--- config.mk ---
export PLATFORM = sky130hd
export DESIGN_NAME = rr_tdm_mac
export DESIGN_NICKNAME = d
export VERILOG_FILES = /design/src/rtl/rr_tdm_mac.sv
export SDC_FILE = /design/constraint.sdc
export NUM_CORES = 1
export LEC_CHECK = 0
export ABC_AREA = 1
export CAP_MARGIN = 20
export CORE_UTILIZATION = 30
export DETAILED_ROUTE_END_ITERATION = 12
export MAX_ROUTING_LAYER = met4
export SYNTH_ARGS = -nofsm -noshare
export SYNTH_HDL_FRONTEND = slang
export SYNTH_SLANG_ARGS = --single-unit
--- constraint.sdc ---
create_clock -name clk -period 7.8 [get_ports clk]
set_input_delay 0.78 -clock clk [delete_from_list [all_inputs] [get_ports clk]]
set_output_delay 0.78 -clock clk [all_outputs]
set_load 0.03 [all_outputs]
--- src/rtl/rr_tdm_mac.sv ---
// Round-robin time-multiplexed multiplier: per-channel input FIFOs feed one shared
// 3-stage multiply pipeline, each channel scaled by its own running coefficient counter.
module rr_tdm_mac #(
    parameter int unsigned NUM_CH     = 4,
    parameter int unsigned DATA_W     = 8,
    parameter int unsigned COEF_W     = 8,
    parameter int unsigned FIFO_DEPTH = 4
) (
    input  logic                      clk,
    input  logic                      rst,
    input  logic [NUM_CH*DATA_W-1:0]  in_data,
    input  logic [NUM_CH-1:0]         in_valid,
    output logic [NUM_CH-1:0]         in_ready,
    input  logic [NUM_CH-1:0]         ch_enable,
    output logic [DATA_W+COEF_W-1:0]  out_data,
    output logic [$clog2(NUM_CH)-1:0] out_ch,
    output logic                      out_valid,
    input  logic                      out_ready
);

    localparam int unsigned CH_W   = $clog2(NUM_CH);
    localparam int unsigned PTR_W  = $clog2(FIFO_DEPTH);
    localparam int unsigned CNT_W  = PTR_W + 1;
    localparam int unsigned PROD_W = DATA_W + COEF_W;

    logic [DATA_W-1:0] mem_q    [NUM_CH][FIFO_DEPTH];
    logic [PTR_W-1:0]  wr_ptr_q [NUM_CH];
    logic [PTR_W-1:0]  rd_ptr_q [NUM_CH];
    logic [CNT_W-1:0]  cnt_q    [NUM_CH];
    logic [CNT_W-1:0]  cnt_d    [NUM_CH];
    logic [COEF_W-1:0] coef_q   [NUM_CH];

    logic [NUM_CH-1:0] ready_q;
    logic [NUM_CH-1:0] push;
    logic [NUM_CH-1:0] pop;
    logic [NUM_CH-1:0] elig;
    logic [CH_W-1:0]   last_q;
    logic [CH_W-1:0]   grant_idx;
    logic              grant_vld;
    logic              adv;
    int unsigned       arb_idx;
    logic [DATA_W-1:0] head_data;

    logic              s1_vld_q;
    logic [DATA_W-1:0] s1_data_q;
    logic [COEF_W-1:0] s1_coef_q;
    logic [CH_W-1:0]   s1_ch_q;
    logic              s2_vld_q;
    logic [PROD_W-1:0] s2_prod_q;
    logic [CH_W-1:0]   s2_ch_q;
    logic              s3_vld_q;
    logic [PROD_W-1:0] s3_prod_q;
    logic [CH_W-1:0]   s3_ch_q;

    assign in_ready  = ready_q;
    assign push      = in_valid & ready_q;
    assign adv       = !(s3_vld_q && !out_ready);
    assign head_data = mem_q[grant_idx][rd_ptr_q[grant_idx]];
    assign out_data  = s3_prod_q;
    assign out_ch    = s3_ch_q;
    assign out_valid = s3_vld_q;

    always_comb begin
        elig = '0;
        for (int k = 0; k < int'(NUM_CH); k++) begin
            elig[k] = (cnt_q[k] != '0) && ch_enable[k];
        end
    end

    // Rotating-priority search starting just past the last granted channel.
    always_comb begin
        grant_vld = 1'b0;
        grant_idx = '0;
        arb_idx   = 0;
        pop       = '0;
        if (adv) begin
            for (int unsigned i = 1; i <= NUM_CH; i++) begin
                arb_idx = 32'(last_q) + i;
                if (arb_idx >= NUM_CH) begin
                    arb_idx = arb_idx - NUM_CH;
                end
                if (!grant_vld && elig[CH_W'(arb_idx)]) begin
                    grant_vld = 1'b1;
                    grant_idx = CH_W'(arb_idx);
                end
            end
        end
        if (grant_vld) begin
            pop[grant_idx] = 1'b1;
        end
    end

    always_comb begin
        for (int k = 0; k < int'(NUM_CH); k++) begin
            cnt_d[k] = cnt_q[k];
            if (push[k] && !pop[k]) begin
                cnt_d[k] = cnt_q[k] + CNT_W'(1);
            end else if (!push[k] && pop[k]) begin
                cnt_d[k] = cnt_q[k] - CNT_W'(1);
            end
        end
    end

    // FIFO pointers/occupancy; ready is a registered image of not-full.
    always_ff @(posedge clk or negedge rst) begin
        if (!rst) begin
            ready_q <= '0;
            for (int k = 0; k < int'(NUM_CH); k++) begin
                wr_ptr_q[k] <= '0;
                rd_ptr_q[k] <= '0;
                cnt_q[k]    <= '0;
            end
        end else begin
            for (int k = 0; k < int'(NUM_CH); k++) begin
                if (push[k]) begin
                    wr_ptr_q[k] <= wr_ptr_q[k] + PTR_W'(1);
                end
                if (pop[k]) begin
                    rd_ptr_q[k] <= rd_ptr_q[k] + PTR_W'(1);
                end
                cnt_q[k]   <= cnt_d[k];
                ready_q[k] <= (cnt_d[k] != CNT_W'(FIFO_DEPTH));
            end
        end
    end

    always_ff @(posedge clk) begin
        for (int k = 0; k < int'(NUM_CH); k++) begin
            if (push[k]) begin
                mem_q[k][wr_ptr_q[k]] <= in_data[k*DATA_W +: DATA_W];
            end
        end
    end

    // Even channels ramp up from zero, odd channels ramp down from all-ones.
    always_ff @(posedge clk or negedge rst) begin
        if (!rst) begin
            last_q <= CH_W'(NUM_CH - 1);
            for (int k = 0; k < int'(NUM_CH); k++) begin
                coef_q[k] <= (k % 2 != 0) ? {COEF_W{1'b1}} : '0;
            end
        end else if (grant_vld) begin
            last_q <= grant_idx;
            if (grant_idx[0]) begin
                coef_q[grant_idx] <= coef_q[grant_idx] - COEF_W'(1);
            end else begin
                coef_q[grant_idx] <= coef_q[grant_idx] + COEF_W'(1);
            end
        end
    end

    always_ff @(posedge clk or negedge rst) begin
        if (!rst) begin
            s1_vld_q  <= 1'b0;
            s1_data_q <= '0;
            s1_coef_q <= '0;
            s1_ch_q   <= '0;
            s2_vld_q  <= 1'b0;
            s2_prod_q <= '0;
            s2_ch_q   <= '0;
            s3_vld_q  <= 1'b0;
            s3_prod_q <= '0;
            s3_ch_q   <= '0;
        end else if (adv) begin
            s1_vld_q  <= grant_vld;
            s1_data_q <= head_data;
            s1_coef_q <= coef_q[grant_idx];
            s1_ch_q   <= grant_idx;
            s2_vld_q  <= s1_vld_q;
            s2_prod_q <= PROD_W'(s1_data_q) * PROD_W'(s1_coef_q);
            s2_ch_q   <= s1_ch_q;
            s3_vld_q  <= s2_vld_q;
            s3_prod_q <= s2_prod_q;
            s3_ch_q   <= s2_ch_q;
        end
    end

endmodule

==> flow_metrics.py, run 1 <==
metrics = {
    "sta": {
        "fin_crit_ps": 4720,
        "skew_ps": 50.1,
        "setup_viol": 0,
        "rsz0062_at_grt": "no",
        "tns_ps": 0,
        "timing.final.ws_setup_ps": 3080,
        "worstMarginPinSlew_ps": 989,
        "slew_viol_final": 0,
        "slew_headroom": 0.338,
        "hold_violations": 0,
        "fin_crit_sh": 0.606,
        "max_freq_mhz": 212,
    },
    "worst_setup_path": {
        "cpMostUsedCell": "fa_1",
        "timing_worst_setup_path_type": "flip-flop to flip-flop",
        "startpoint": "s1_data_q[0]$_DFFE_PN0N_",
        "crit_fanout": 9,
        "reg2reg_to": "s2_prod_q[14]$_DFFE_PN0N_",
        "worst_ep_required_time_ps": 8270,
        "crit_family": "adder cells",
        "crit_buf_inv": 3,
        "rrSetupSlack_ps": 3080,
        "r2r-start": "s1_data_q[0]$_DFFE_PN0N_",
        "start_kind": "flip-flop",
        "cp-endpoint": "s2_prod_q[14]$_DFFE_PN0N_",
        "worstSetupEndpointType": "flip-flop",
        "max_stage_delay_ps": 550,
        "cp_cell_sequence": "nand2_1 -> fa_1 -> fa_1 -> inv_1 -> fa_1 -> inv_1 -> fa_1 -> inv_1 -> ha_1 -> a21oi_1 -> o21ai_0 -> a21oi_1 -> nor2_1 -> o21ai_0 -> nand2_1 -> a21oi_1 -> o21bai_1 -> or2_2 -> a31oi_1",
        "worst_r2r_path_depth": 19,
        "cp.depth": 19,
        "worstPathArrival_ps": 5190,
        "critPathSlowestCell": "fa_1",
    },
    "yosys": {
        "synth_top_family_by_area": "simple AND/OR/NAND/NOR gates",
        "synthAdderAreaFrac": 0.113,
        "yosys_warnings": 0,
        "syn-instance-count": 1542,
        "yosys.area_share.simple": 0.245,
        "synth_cell_type_count": 44,
        "synth_top_area_share": 0.282,
        "synth_compound_area_frac": 0.0368,
        "ys_seq_area_frac": 0.509,
        "ys_ff_latch": 251,
        "async_flop_share": 0.490,
        "ys_top_cells_by_area": "edfxtp_1 28%, dfrtp_1 19%, nand2_1 17%, ha_1 6.1%, fa_1 5.3%",
        "synth_area_sq_um": 13600,
        "synth_xor_xnor_area_share": 0.0193,
        "synth_edf_count": 128,
        "synth.net_count": 1687,
        "syn_avg_cell_area_sq_um": 8.85,
        "synthMuxAreaShare": 0.000733,
        "synth_ff_type": "edfxtp_1",
        "yosysTopAreaCell": "edfxtp_1",
    },
    "place": {
        "gp_congestion": 0.865,
        "dp_hpwl_mm": 22.1,
        "placedInstanceArea_sq_um": 14800,
        "dp_worst_setup_slack_ps": 3020,
        "portBuffers": 65,
    },
    "grt": {
        "grt_pass1_wl_mm": 51.7,
        "gr-total-overflow": 0,
        "grt.total_usage": 0.141,
        "grt_max_degree": 92,
        "antenna_found_initial": 1,
        "grt_pass1_vias": 9748,
    },
    "clock_network": {
        "postCtsHoldBufs": 0,
        "root_buffer": "clkbuf_16",
        "cts-resized-gates": 0,
        "cts_made_buffers": 28,
        "cts_setup_buffers": 0,
        "cts_sinks": 251,
        "h-tree-depth": 1,
        "cts_max_path_buffers": 3,
        "cts_tree": "built",
        "path_clk_slew_ps": 60,
        "clk_latency_ps": 590,
    },
    "finish": {
        "drive_above_1_share": 0.0724,
        "final_common_cell": "nand2_1",
        "final_cell_mix": "632 x nand2_1, 178 x inv_1, 128 x edfxtp_1",
        "final_area_sq_um": 15800,
        "syn2layout_area_growth_pct": 15.4,
        "n_fill_cell": 4583,
        "fin_nets": 1726,
    },
    "floorplanning": {
        "num_rows": 77,
        "chipHeight_microns": 215,
        "initial_core_util": 0.307,
        "die-area_sq_um": 46300,
        "dieWidth_microns": 215,
        "io_pins": 66,
        "coreArea_sq_um": 44500,
    },
    "drt": {
        "drtIter0Drc": 515,
        "ant_nets": 0,
        "viasPerCell": 4.44,
        "routedWlPerCell_microns": 14.1,
        "drc_errors": 0,
        "wirelength_mm": 31.0,
        "dr.pass1.iters": 5,
        "vias": 9755,
    },
    "outcome": {
        "outcome": "finished clean",
    },
    "flow_run": {
        "max_cap_violations": 0,
    },
    "hold_path": {
        "min_path_type": "primary input to async pin",
    },
}
-- through the flow --
step / hold WS [ps] / std cells / utilization
2_1_floorplan: 420 / 1542 / -
3_3_place_gp: 438 / 2143 / 0.332
3_5_place_dp: 447 / 2143 / 0.332
4_1_cts: 166 / 2194 / 0.354
5_1_grt: 198 / 2195 / 0.354
6_report: 167 / 2195 / 0.354
-- worst reg2reg max path, cell delays in order (launching register included) --
cell	delay, ps
dfrtp_1	490
nand2_1	130
fa_1	540
fa_1	550
inv_1	60
fa_1	530
inv_1	60
fa_1	530
inv_1	40
ha_1	320
a21oi_1	140
o21ai_0	80
a21oi_1	230
nor2_1	60
o21ai_0	150
nand2_1	100
a21oi_1	140
o21bai_1	80
or2_2	270
a31oi_1	130
-- layout make-up --
class | count | area (sq um) | share of cell area
tap | 592 | 741 | 0.0470
multi-input combinational | 1040 | 5680 | 0.360
inverter | 191 | 718 | 0.0456
clock buffer | 34 | 785 | 0.0498
sequential | 251 | 6940 | 0.441
clock inverter | 17 | 204 | 0.0129
timing repair buffer | 69 | 682 | 0.0433
antenna | 1 | 2.50 | 0.000159
-- flip-flops by register name, summed over array words and instances (netlist names), named ones only --
signal	flops
cnt_q	12
coef_q	28
in_ready	4
last_q	2
mem_q	128
out_ch	2
out_data	16
out_valid	1
rd_ptr_q	8
s1_ch_q	2
s1_coef_q	8
s1_data_q	8
s1_vld_q	1
s2_ch_q	2
s2_prod_q	16
s2_vld_q	1
wr_ptr_q	8
-- worst min-delay path by stage --
stage                              start                       end  cells past startpoint
global route                         rst  out_data[15]$_DFFE_PN0N_                      1
floorplan           s2_vld_q$_DFFE_PN0N_     out_valid$_DFFE_PN0N_                      2
detailed placement  s2_vld_q$_DFFE_PN0N_     out_valid$_DFFE_PN0N_                      2
finish                               rst   wr_ptr_q[0]$_DFFE_PN0P_                      1
global placement    s2_vld_q$_DFFE_PN0N_     out_valid$_DFFE_PN0N_                      2
CTS                                  rst   wr_ptr_q[0]$_DFFE_PN0P_                      1
-- cell usage after synthesis (3+ instances only) --
cell type and count:
nand3_1 103, inv_2 11, a21oi_1 20, nor2_1 42, o21ai_0 52, fa_1 36, nor2_4 3, inv_1 178
buf_4 7, nand2_1 632, or2_2 3, xor2_1 25, o21ai_1 11, nand2_4 3, edfxtp_1 128, nand2_2 13
buf_6 5, ha_1 66, nor2_2 3, nor3_1 3, xnor2_1 5, nand4_1 3, dfstp_2 18, buf_2 12
clkbuf_1 33, dfrtp_1 105
-- kinds of logic after synthesis --
group           count (synthesis)
simple gates                  814
buf+inv                       251
flops                         251
fa+ha+maj                     102
compound gates                 93
xor+xnor                       30
mux                             1
-- per-layer routing --
metal,GRT usage,up-vias,share of wire
met4,0.0326,0,0.022
met3,0.0248,58,0.047
met2,0.218,197,0.44
met5,-,-,0
li1,-,4914,-
met1,0.191,4586,0.49
Power of run 1 is left out: the tool's default activity adds up to more than one toggle a clock period on the data nets, which glitch-free logic cannot reach.
==> run 2: changes to the inputs <==
clock period = 4.8 ns   (was 7.8 ns; I/O delays follow)
==> run 2 against run 1 <==
- non-clock buffer count up 14
- highest routed layer unchanged
- global-route usage down 0.15 points
- maximum frequency up 4.2%
- register-to-register slack worse by 2800 ps
- first-iteration DRC count up 10%
- design area up 0.44%
- cell count up 0.64%
- setup slack worse by 2800 ps
- flip-flop and latch count unchanged
- clock-buffer cell count down 3
- the run now ends with negative hold slack left
- routed wire length down 0.98%
- via count down 0.11%
==> flow_metrics.py, run 2 (synthesis results as in run 1) <==
metrics = {
    "worst_setup_path": {
        "cpMostUsedCell": "fa_1",
        "timing_worst_setup_path_type": "flip-flop to flip-flop",
        "cp_cell_sequence": "nand2_1 -> inv_1 -> fa_1 -> fa_1 -> fa_1 -> inv_1 -> fa_1 -> inv_1 -> ha_1 -> a21oi_1 -> o21ai_0 -> a21oi_2 -> nor2_1 -> o21ai_0 -> nand2_1 -> a21oi_1 -> o21bai_1 -> or2_2 -> a31oi_1",
        "critPathSlowestCell": "fa_1",
        "worst_r2r_path_depth": 19,
        "worstSetupEndpointType": "flip-flop",
        "worst_ep_required_time_ps": 5270,
        "worstPathArrival_ps": 5010,
        "start_kind": "flip-flop",
        "crit_fanout": 8,
        "max_stage_delay_ps": 550,
    },
    "drt": {
        "vias": 9744,
        "dr.pass1.iters": 5,
        "wirelength_mm": 30.7,
        "drc_errors": 0,
        "routedWlPerCell_microns": 13.9,
        "ant_nets": 0,
        "drtIter0Drc": 569,
        "viasPerCell": 4.41,
    },
    "sta": {
        "hold_violations": 2,
        "rsz0062_at_grt": "no",
        "skew_ps": 49.7,
        "fin_crit_sh": 0.944,
        "hold_ws_ps": -10.8,
        "slew_headroom": 0.295,
        "worstMarginPinSlew_ps": 1050,
        "max_freq_mhz": 221,
        "timing.final.ws_setup_ps": 267,
        "fin_crit_ps": 4530,
        "setup_viol": 0,
        "slew_viol_final": 0,
        "tns_ps": 0,
    },
    "clock_network": {
        "postCtsHoldBufs": 0,
        "cts_tree": "built",
        "cts_sinks": 251,
        "cts_max_path_buffers": 3,
        "path_clk_slew_ps": 60,
        "clk_latency_ps": 590,
        "root_buffer": "clkbuf_16",
        "cts_made_buffers": 28,
        "h-tree-depth": 1,
    },
    "finish": {
        "fin_nets": 1740,
        "largest_reg_flops": 128,
        "final_cell_mix": "632 x nand2_1, 178 x inv_1, 128 x edfxtp_1",
        "drive_above_1_share": 0.0848,
        "syn2layout_area_growth_pct": 15.9,
        "stdcell_count": 2209,
        "final_common_cell": "nand2_1",
    },
    "outcome": {
        "violations": "negative hold slack",
        "outcome": "finished, violations left",
    },
    "grt": {
        "grt_pass1_wl_mm": 51.0,
        "grt_max_degree": 91,
        "antenna_found_initial": 2,
        "grt_pass1_vias": 9663,
        "top_usage_layer": "met2",
        "grtUsageMet2": 0.220,
        "grt.total_usage": 0.139,
        "gr-total-overflow": 0,
        "use_met1": 0.187,
        "gr-usage-met3": 0.0232,
    },
    "place": {
        "portBuffers": 65,
        "gp_congestion": 0.840,
        "dp.cells": 2150,
        "dp_worst_setup_slack_ps": 137,
        "dp_hpwl_mm": 22.0,
    },
    "floorplanning": {
        "dieWidth_microns": 215,
        "die-area_sq_um": 46300,
        "chipHeight_microns": 215,
        "num_rows": 77,
        "coreArea_sq_um": 44500,
        "io_pins": 66,
        "initial_core_util": 0.307,
    },
    "hold_path": {
        "min_path_type": "primary input to async pin",
    },
    "flow_run": {
        "max_cap_violations": 0,
    },
}
[run 2: cell types whose count changed in the layout (fill, tap and decap cells not counted), sizes merged]
cell and delta:
buf +14, clkbuf -3, clkinv +3, clkinvlp +1
inv -1
[run 2: repair_timing]
action / 4_1_cts / 5_1_grt
setup buffers: 0 / 7
resized for setup: 0 / 13
hold endpoints to repair: 0 / 0
setup endpoints to repair: 0 / 2
[run 2: worst max-delay path: cells and delay by family (launching register included)]
family	cells	cell delay, ps
compound gates	7	890
fa+ha+maj	5	2410
buf+inv	3	150
flops	1	470
simple gates	4	520
[run 2: stage by stage]
stage / instance area (sq um) / utilization
floorplan: 13600 / -
global placement: 14800 / 0.333
detailed placement: 14800 / 0.333
CTS: 15700 / 0.353
global route: 15800 / 0.355
finish: 15800 / 0.355
[run 2: path summary, 6_finish.rpt]
kind	start	to	slack [ps]
max in group asynchronous	rst	coef_q[1]$_DFFE_PN1P_	3790
min in group clk	s2_vld_q$_DFFE_PN0N_	out_valid$_DFFE_PN0N_	450
setup reg to reg	s1_data_q[3]$_DFFE_PN0N_	s2_prod_q[14]$_DFFE_PN0N_	270
hold reg to reg	s2_vld_q$_DFFE_PN0N_	out_valid$_DFFE_PN0N_	450
hold / removal	rst	out_data[15]$_DFFE_PN0N_	-10
setup / recovery	s1_data_q[3]$_DFFE_PN0N_	s2_prod_q[14]$_DFFE_PN0N_	270
[run 2: area by class of cell]
type,count,area (sq um)
clock inverters,20,203
fillers,4555,28700
multi-input cells,1040,5690
inverters,191,718
well taps,592,741
diodes,1,2.50
repair buffers,83,800
flip-flops and latches,251,6960
clock buffers,31,712
[run 2: routing by layer]
layer,up-vias,part of all wire
met1,4582,0.48
met4,0,0.019
li1,4932,-
met2,189,0.45
met3,41,0.045
met5,-,0
Power of run 2 is left out for the same reason.
